`src/rtl/dm_access_ctrl.sv`:
```
// Data-memory access controller: sequences one load/store at a time against a word-wide memory,
// with read-merge-write for sub-word stores, load extension, and error responses for bad addresses.
module dm_access_ctrl #(
  parameter int unsigned SIZE = 4096
) (
  input  logic        clk,
  input  logic        Reset,
  input  logic        req_valid,
  output logic        req_ready,
  input  logic [2:0]  req_op,
  input  logic [31:0] req_addr,
  input  logic [31:0] req_wdata,
  input  logic [31:0] req_pc,
  output logic        resp_valid,
  output logic        resp_err,
  output logic [31:0] resp_rdata,
  output logic [31:0] mem_A,
  output logic [31:0] mem_WD,
  output logic        mem_WE,
  output logic        mem_RE,
  input  logic [31:0] mem_RD,
  output logic [31:0] mem_PC,
  output logic        busy
);

  typedef enum logic [2:0] {
    OP_LW  = 3'd0,
    OP_LBU = 3'd1,
    OP_LB  = 3'd2,
    OP_LHU = 3'd3,
    OP_LH  = 3'd4,
    OP_SW  = 3'd5,
    OP_SB  = 3'd6,
    OP_SH  = 3'd7
  } op_e;

  typedef enum logic [2:0] {
    S_IDLE,
    S_LOAD,
    S_MERGE,
    S_WRITE,
    S_RESP
  } state_e;

  localparam logic [31:0] ADDR_LIMIT = 32'(SIZE * 4);

  state_e      state, state_next;
  op_e         op_q;
  logic [31:0] addr_q;
  logic [31:0] pc_q;
  logic [31:0] wbuf;
  logic [31:0] rdata_q;
  logic        err_q;

  logic        accept;
  logic        req_bad;
  logic [7:0]  ld_byte;
  logic [15:0] ld_half;
  logic [31:0] ld_val;
  logic [31:0] merge_val;

  assign accept = req_valid && req_ready;

  // Out-of-range or misaligned for the access width.
  // NOTE: every signal written in an always_comb gets a default first, so no path can infer a latch.
  always_comb begin
    req_bad = (req_addr >= ADDR_LIMIT);
    case (op_e'(req_op))
      OP_LW, OP_SW:         if (req_addr[1:0] != 2'b00) req_bad = 1'b1;
      OP_LH, OP_LHU, OP_SH: if (req_addr[0])            req_bad = 1'b1;
      default: ;
    endcase
  end

  always_comb begin
    ld_byte = mem_RD[7:0];
    case (addr_q[1:0])
      2'd1:    ld_byte = mem_RD[15:8];
      2'd2:    ld_byte = mem_RD[23:16];
      2'd3:    ld_byte = mem_RD[31:24];
      default: ld_byte = mem_RD[7:0];
    endcase
    ld_half = addr_q[1] ? mem_RD[31:16] : mem_RD[15:0];

    case (op_q)
      OP_LBU:  ld_val = {24'h0, ld_byte};
      OP_LB:   ld_val = {{24{ld_byte[7]}}, ld_byte};
      OP_LHU:  ld_val = {16'h0, ld_half};
      OP_LH:   ld_val = {{16{ld_half[15]}}, ld_half};
      default: ld_val = mem_RD;
    endcase

    // wbuf still holds the raw store data while in MERGE.
    merge_val = mem_RD;
    if (op_q == OP_SH) begin
      if (addr_q[1]) merge_val[31:16] = wbuf[15:0];
      else           merge_val[15:0]  = wbuf[15:0];
    end else begin
      case (addr_q[1:0])
        2'd1:    merge_val[15:8]  = wbuf[7:0];
        2'd2:    merge_val[23:16] = wbuf[7:0];
        2'd3:    merge_val[31:24] = wbuf[7:0];
        default: merge_val[7:0]   = wbuf[7:0];
      endcase
    end
  end

  // NOTE: sequential state uses non-blocking assignments so every register samples pre-edge values.
  always_ff @(posedge clk or negedge Reset) begin
    if (!Reset) state <= S_IDLE;
    else        state <= state_next;
  end

  always_comb begin
    state_next = state;
    req_ready  = 1'b0;
    resp_valid = 1'b0;
    resp_err   = 1'b0;
    resp_rdata = 32'h0;
    mem_WE     = 1'b0;
    mem_WD     = 32'h0;
    mem_RE     = 1'b0;
    case (state)
      S_IDLE: begin
        req_ready = 1'b1;
        if (req_valid) begin
          if (req_bad)                        state_next = S_RESP;
          else if (req_op <= 3'(OP_LH))       state_next = S_LOAD;
          else if (op_e'(req_op) == OP_SW)    state_next = S_WRITE;
          else                                state_next = S_MERGE;
        end
      end
      S_LOAD: begin
        mem_RE     = 1'b1;
        state_next = S_RESP;
      end
      S_MERGE: begin
        mem_RE     = 1'b1;
        state_next = S_WRITE;
      end
      S_WRITE: begin
        mem_WE     = 1'b1;
        mem_WD     = wbuf;
        state_next = S_RESP;
      end
      S_RESP: begin
        resp_valid = 1'b1;
        resp_err   = err_q;
        resp_rdata = rdata_q;
        state_next = S_IDLE;
      end
      default: state_next = S_IDLE;
    endcase
  end

  always_ff @(posedge clk or negedge Reset) begin
    if (!Reset) begin
      op_q    <= OP_LW;
      addr_q  <= 32'h0;
      pc_q    <= 32'h0;
      wbuf    <= 32'h0;
      rdata_q <= 32'h0;
      err_q   <= 1'b0;
    end else begin
      if (accept) begin
        op_q    <= op_e'(req_op);
        addr_q  <= req_addr;
        pc_q    <= req_pc;
        wbuf    <= req_wdata;
        rdata_q <= 32'h0;
        err_q   <= req_bad;
      end
      if (state == S_LOAD)  rdata_q <= ld_val;
      if (state == S_MERGE) wbuf    <= merge_val;
    end
  end

  assign mem_A  = {addr_q[31:2], 2'b00};
  assign mem_PC = pc_q;
  assign busy   = ~req_ready;

endmodule
```
`config.mk`:
```
export PLATFORM = sky130hd
export DESIGN_NAME = dm_access_ctrl
export DESIGN_NICKNAME = d
export VERILOG_FILES = /design/src/rtl/dm_access_ctrl.sv
export SDC_FILE = /design/constraint.sdc
export NUM_CORES = 1
export LEC_CHECK = 0
export CAP_MARGIN = 20
export CORE_MARGIN = 2
export CORE_UTILIZATION = 49
export DETAILED_ROUTE_END_ITERATION = 8
export HOLD_SLACK_MARGIN = 0.12
export PLACE_DENSITY = 0.87
export SLEW_MARGIN = 30
export SYNTH_ARGS = -nofsm -noshare
export SYNTH_HDL_FRONTEND = slang
export SYNTH_SLANG_ARGS = --single-unit
```
`constraint.sdc`:
```
create_clock -name clk -period 3.02 [get_ports clk]
set_input_delay 0.604 -clock clk [delete_from_list [all_inputs] [get_ports clk]]
set_output_delay 0.604 -clock clk [all_outputs]
set_load 0.1 [all_outputs]
```
After elaboration in Yosys (flattened, before gate mapping):

Index checks and enable logic that the tools add are counted.

* order comparisons: 2
* equality and inequality tests: 19
* mux-type cells: 29
* bitwise operators: 1
* reduce and logical (&&, ||, !) cells: 13

Operator list (count)
* 32-bit two-way mux: 7
* 32-bit one-hot mux with 4 select lines: 1
* 16-bit two-way mux: 3
* 32-bit by 15-bit greater-or-equal comparator with 1-bit output (second input constant): 1
* 8-bit two-way mux: 4
* 8-bit one-hot mux with 3 select lines: 1
* 3-bit == test (second input constant): 6
* 3-bit by 2-bit == test with 1-bit output (second input constant): 5
* 3-bit one-hot mux with 3 select lines: 1
* 1-bit two-way mux: 8
* 3-bit by 1-bit == test with 1-bit output (second input constant): 2
* 3-bit zero test: 2
* 3-bit two-way mux: 2
* 3-bit inequality test (second input constant): 2
* 2-bit nonzero test: 3
* 2-bit OR reduction: 3
* 3-bit OR reduction: 2
* 2-bit == test (second input constant): 2
* 3-bit <= comparator (second input constant): 1
* 3-bit AND reduction: 1
* 2-bit by 1-bit == test with 1-bit output (second input constant): 1
* 2-bit two-way mux: 1
* 2-bit inequality test (second input constant): 1
* 1-bit one-hot mux with 2 select lines: 1
* other kinds (3): 3

* bits in registers: 135
* output and inout bits: 134
* word-level logic and storage cells: 73

Logic depth before layout (Yosys ltp):

* word-level depth: 6
* mapped depth: 8
* mapped depth without buffers: 4

Least setup slack after synthesis:

OpenSTA, ideal clock, no wires.

* path kind: register to output
* start point: register state[2]
* end point: output port resp_rdata[22]
* arrival: 2.791 ns
* data required time: 2.416 ns
* setup slack: -0.375 ns
* cell stages (with the launch flop): 5
* cell sequence: dfrtp_1 buf_2 nor3b_1 clkbuf_1 and2_1

* longest elaborated chain between the ends: 2

Ends and longest elaborated chain
* from (decl): line 47 `state_e state, state_next;`
* from (signal assigned): line 111 `else state <= state_next;`
* 3-bit == test: line 123 `case (state)`
* 32-bit two-way mux: line 123
* to (decl): line 16 `output logic [31:0] resp_rdata,`

No other way between the ends.

Worst setup path in the final report:

* start point: register state[0]
* end point: output port mem_WD[25]

* longest elaborated chain between the ends: 2

Ends and longest elaborated chain
* 3-bit by 2-bit == test with 1-bit output: line 123
* 32-bit two-way mux: line 123
* to (decl): line 18 `output logic [31:0] mem_WD,`

No other way between the ends.

==> impl_summary.md <==
Final layout
The cell area after layout is 10800 um2. The multi-input gate area in the final layout is 3370 um2. Relative to the synthesized area, the layout overhead comes to 49.7%.

The net count of the finished layout is 1065. In the final layout, flip-flops and latches occupy 3380 um2. The filler cell count is 997. The number of diodes added for antenna fixing is 0. In the final layout, the share of cells above drive strength 1 is 0.301.

Synth
The number of instances in the synthesized netlist is 702. The dominant combinational cell family by area after synthesis is simple AND/OR/NAND/NOR gates. The mux share of post-synthesis cell area is 0.160. The async set or reset register ratio after synthesis is 1.00. The share of the synthesized area in compound gates (AO/OA/AOI/OAI) is 0.120. Of the synthesized area, sequential elements account for 0.469.

Counting distinct cell types in the post-synthesis netlist gives 57. After synthesis the cells add up to 7200 um2. The most used flip-flop cell after synthesis is sky130_fd_sc_hd__dfrtp_1. Of the total synthesized cell area, the portion taken by XOR and XNOR cells is 0.00243. The basic-gate share of the synthesized area counting and, or, nand and nor cells is 0.181. Of the total synthesized cell area, the portion taken by full adders, half adders and majority gates is 0.

The per-instance average area after synthesis is 10.3 um2. In this run, synthesis inferred 0 flip-flops with an integrated enable. The Yosys warning count is 0. The number of register bits inferred by synthesis is 135.

STA
Across all setup checks in the final design, the least slack found is 315 ps. The final number of max-transition violations is 0. The total negative slack is 0 ps. Setup violations remaining at the end of the flow were counted as 0. For the pin with the worst max-slew slack, the measured transition is 799 ps. The final period demand of the worst path is 2710 ps. Timing would allow up to 370 MHz.

The worst slew slack as a fraction of its limit is 0.466. Setup repair after global routing left no endpoint under its margin. The largest clock skew in the final design is 4.50 ps.

The hold violation total from the final report was 0. The share of the clock period used by the worst path is 0.896.

Floorplan
The full die area is 15700 um2. The core outline area is 14400 um2. The boundary pin count is 268.

The initial utilization of the core area, before any placement, comes to 0.499. Row generation in the floorplan step produced 44 rows. The die is 125 um wide.

The floorplan die height is 125 um.

CTS
The CTS tree is built. The tree is rooted in a sky130_fd_sc_hd__clkbuf_16. Hold repair after CTS inserted 0 buffers.

The number of clock buffers added by TritonCTS is 17. The number of clock sinks is 135. CTS built an H-tree with a depth of 4. The number of post-CTS setup repair buffers is 0.

The source-to-sink clock delay at the later pin of the worst-skew pair is 420 ps. The number of gates resized after cts is 0. After clock tree synthesis, the clock-pin slew on the worst setup and hold paths is 60 ps. The worst-case clock buffer depth is 2.

Placed design
The post-detailed-placement half-perimeter wirelength is 16400 um. The post-detailed-placement cell area is 10300 um2. The number of port buffers is 265. The pre-CTS setup slack is 390 ps.

The congestion estimate from routability-driven global placement came to 0.874.

Route
For this run, the detailed router's first-pass iteration total came to 5. The final routed DRC violation total is 0. The violation count after the first detailed-route iteration is 700.

After detailed routing, the average wire length per cell comes to 19.6 um. For this block, the via count after detailed routing is 6414. In this run the remaining antenna-violating nets after routing total 0. The via density per instance is 5.69.

The total routed wirelength is 22100 um.

Power and ir drop
The worst supply voltage drop on vdd is 540 uV. The analysis attributes to cell leakage a power of 4.73 nW. After layout, the design draws a total of 0.00604 W. The power per unit of standard cell area is 560 nW/um2.

Critical path
The kind of end point of the critical path is an output port. Of all nets on the critical path, the largest fanout is 33. STA classifies the critical path startpoint as a register. The worst setup path is of the reg -> out kind. At the worst endpoint, the required time is 2420 ps. For the worst setup path, the data arrival time is 2100 ps.

Job
The total of max-cap violations is 0.

Hold path
The worst hold path class is in -> async.

Global routing
The total overflow left after global routing is 0. The global-route wire length before repair is 35200 um. Entering global routing, the biggest net connects 78 pins.

The via count of the first global-routing pass is 6525. For this run, the total global-route usage over all layers was measured as 0.285. The initial antenna violation count is 0.

Run status
The run finished with clean final reports.
worst paths after layout:
path | slack (ps) | cells past startpoint | endpoint | from
worst min-delay path | 230 | 1 | addr_q[12]$_DFFE_PN0P_ | Reset
min in group clk | 470 | 2 | rdata_q[27]$_DFFE_PN0P_ | rdata_q[27]$_DFFE_PN0P_
max in group asynchronous | 2090 | 2 | wbuf[19]$_DFFE_PN0P_ | Reset
worst max register to register | 750 | 4 | wbuf[9]$_DFFE_PN0P_ | state[2]$_DFFE_PN0P_
worst max-delay path | 310 | 5 | mem_WD[25] | state[0]$_DFFE_PN0P_
worst min register to register | 470 | 2 | rdata_q[27]$_DFFE_PN0P_ | rdata_q[27]$_DFFE_PN0P_
cell type report:
class	instances	share of cell area
Clock buffer	21	0.0427
Clock inverter	11	0.00534
Inverter	4	0.00139
Multi-Input combinational cell	484	0.313
Sequential cell	135	0.313
Tap cell	184	0.0214
Timing Repair Buffer	289	0.303
sequential cells by signal, summed over array words and instances (netlist names):
register	count
err_q	1
addr_q	32
wbuf	32
state	3
op_q	3
mem_PC	32
rdata_q	32
Yosys cell counts (8+ instances only):
master,n,share of area
sky130_fd_sc_hd__a21oi_1,19,0.013
sky130_fd_sc_hd__nand3_1,9,0.0063
sky130_fd_sc_hd__a32o_1,8,0.011
sky130_fd_sc_hd__dfrtp_1,135,0.47
sky130_fd_sc_hd__buf_4,32,0.033
sky130_fd_sc_hd__a221o_1,15,0.021
sky130_fd_sc_hd__or3_1,15,0.013
sky130_fd_sc_hd__mux2_2,85,0.13
sky130_fd_sc_hd__clkbuf_1,24,0.013
sky130_fd_sc_hd__o21ai_0,35,0.024
sky130_fd_sc_hd__mux2i_1,16,0.022
sky130_fd_sc_hd__nand2_1,104,0.054
sky130_fd_sc_hd__buf_2,19,0.013
sky130_fd_sc_hd__and3_1,8,0.0069
sky130_fd_sc_hd__o21a_1,9,0.0094
sky130_fd_sc_hd__nor2_1,28,0.015
sky130_fd_sc_hd__a22o_1,14,0.017
sky130_fd_sc_hd__and2_1,65,0.056
per-stage QoR:
stage / util / hold WS (ps) / cells
floorplan: - / 308 / 703
global placement: 0.712 / 454 / 1096
detailed placement: 0.712 / 462 / 1096
CTS: 0.747 / 256 / 1128
global route: 0.747 / 292 / 1128
finish: 0.747 / 234 / 1128
logic make-up (layout without fill, tap and decap cells):
| logic type | count (synthesis) | count (layout) |
|---|---|---|
| compound gates | 120 | 120 |
| xor+xnor | 2 | 2 |
| mux | 103 | 103 |
| flops | 135 | 135 |
| buf+inv | 84 | 325 |
| simple gates | 257 | 257 |
| other cells | 1 | 2 |
per-layer routing:
layer  vias up  wire length (um)  global-route usage
li1       2885                 -                   -
met1      3103              8680               0.365
met2       364             10800               0.466
met3        62              1910              0.0749
met4         0               679               0.111
met5         -                 0                   0
where the power goes:
group          internal, W  total [W]  switching (W)
clock network      0.00107    0.00183       0.000753
registers          0.00200    0.00216       0.000160
logic             0.000632    0.00205        0.00141
cells in the final DEF (no fill, tap or decap), drive strengths merged, types with 2 or more instances in the layout:
cell type / instances
or3: 15
nor2: 28
buf: 157
nor4: 3
or4b: 2
a22o: 14
clkdlybuf4s50: 132
o211ai: 2
mux2: 86
mux2i: 16
a21oi: 19
xnor2: 2
and3: 8
or3b: 2
conb: 2
o22ai: 3
and2: 66
nand3: 9
clkbuf: 21
inv: 4
a32o: 8
dfrtp: 135
a221o: 15
clkinv: 10
a41o: 2
nor3: 3
nor3b: 6
nor2b: 2
o21ai: 38
nand2: 104
nand2b: 3
o31ai: 2
o21a: 9
worst max-delay path: stages, from the launching register on:
cell and delay [ps]:
sky130_fd_sc_hd__dfrtp_1 580, sky130_fd_sc_hd__inv_1 150, sky130_fd_sc_hd__nor3b_2 170, sky130_fd_sc_hd__buf_4 300
sky130_fd_sc_hd__and2_1 260, sky130_fd_sc_hd__buf_12 190
(Power assumes the default switching activity.)
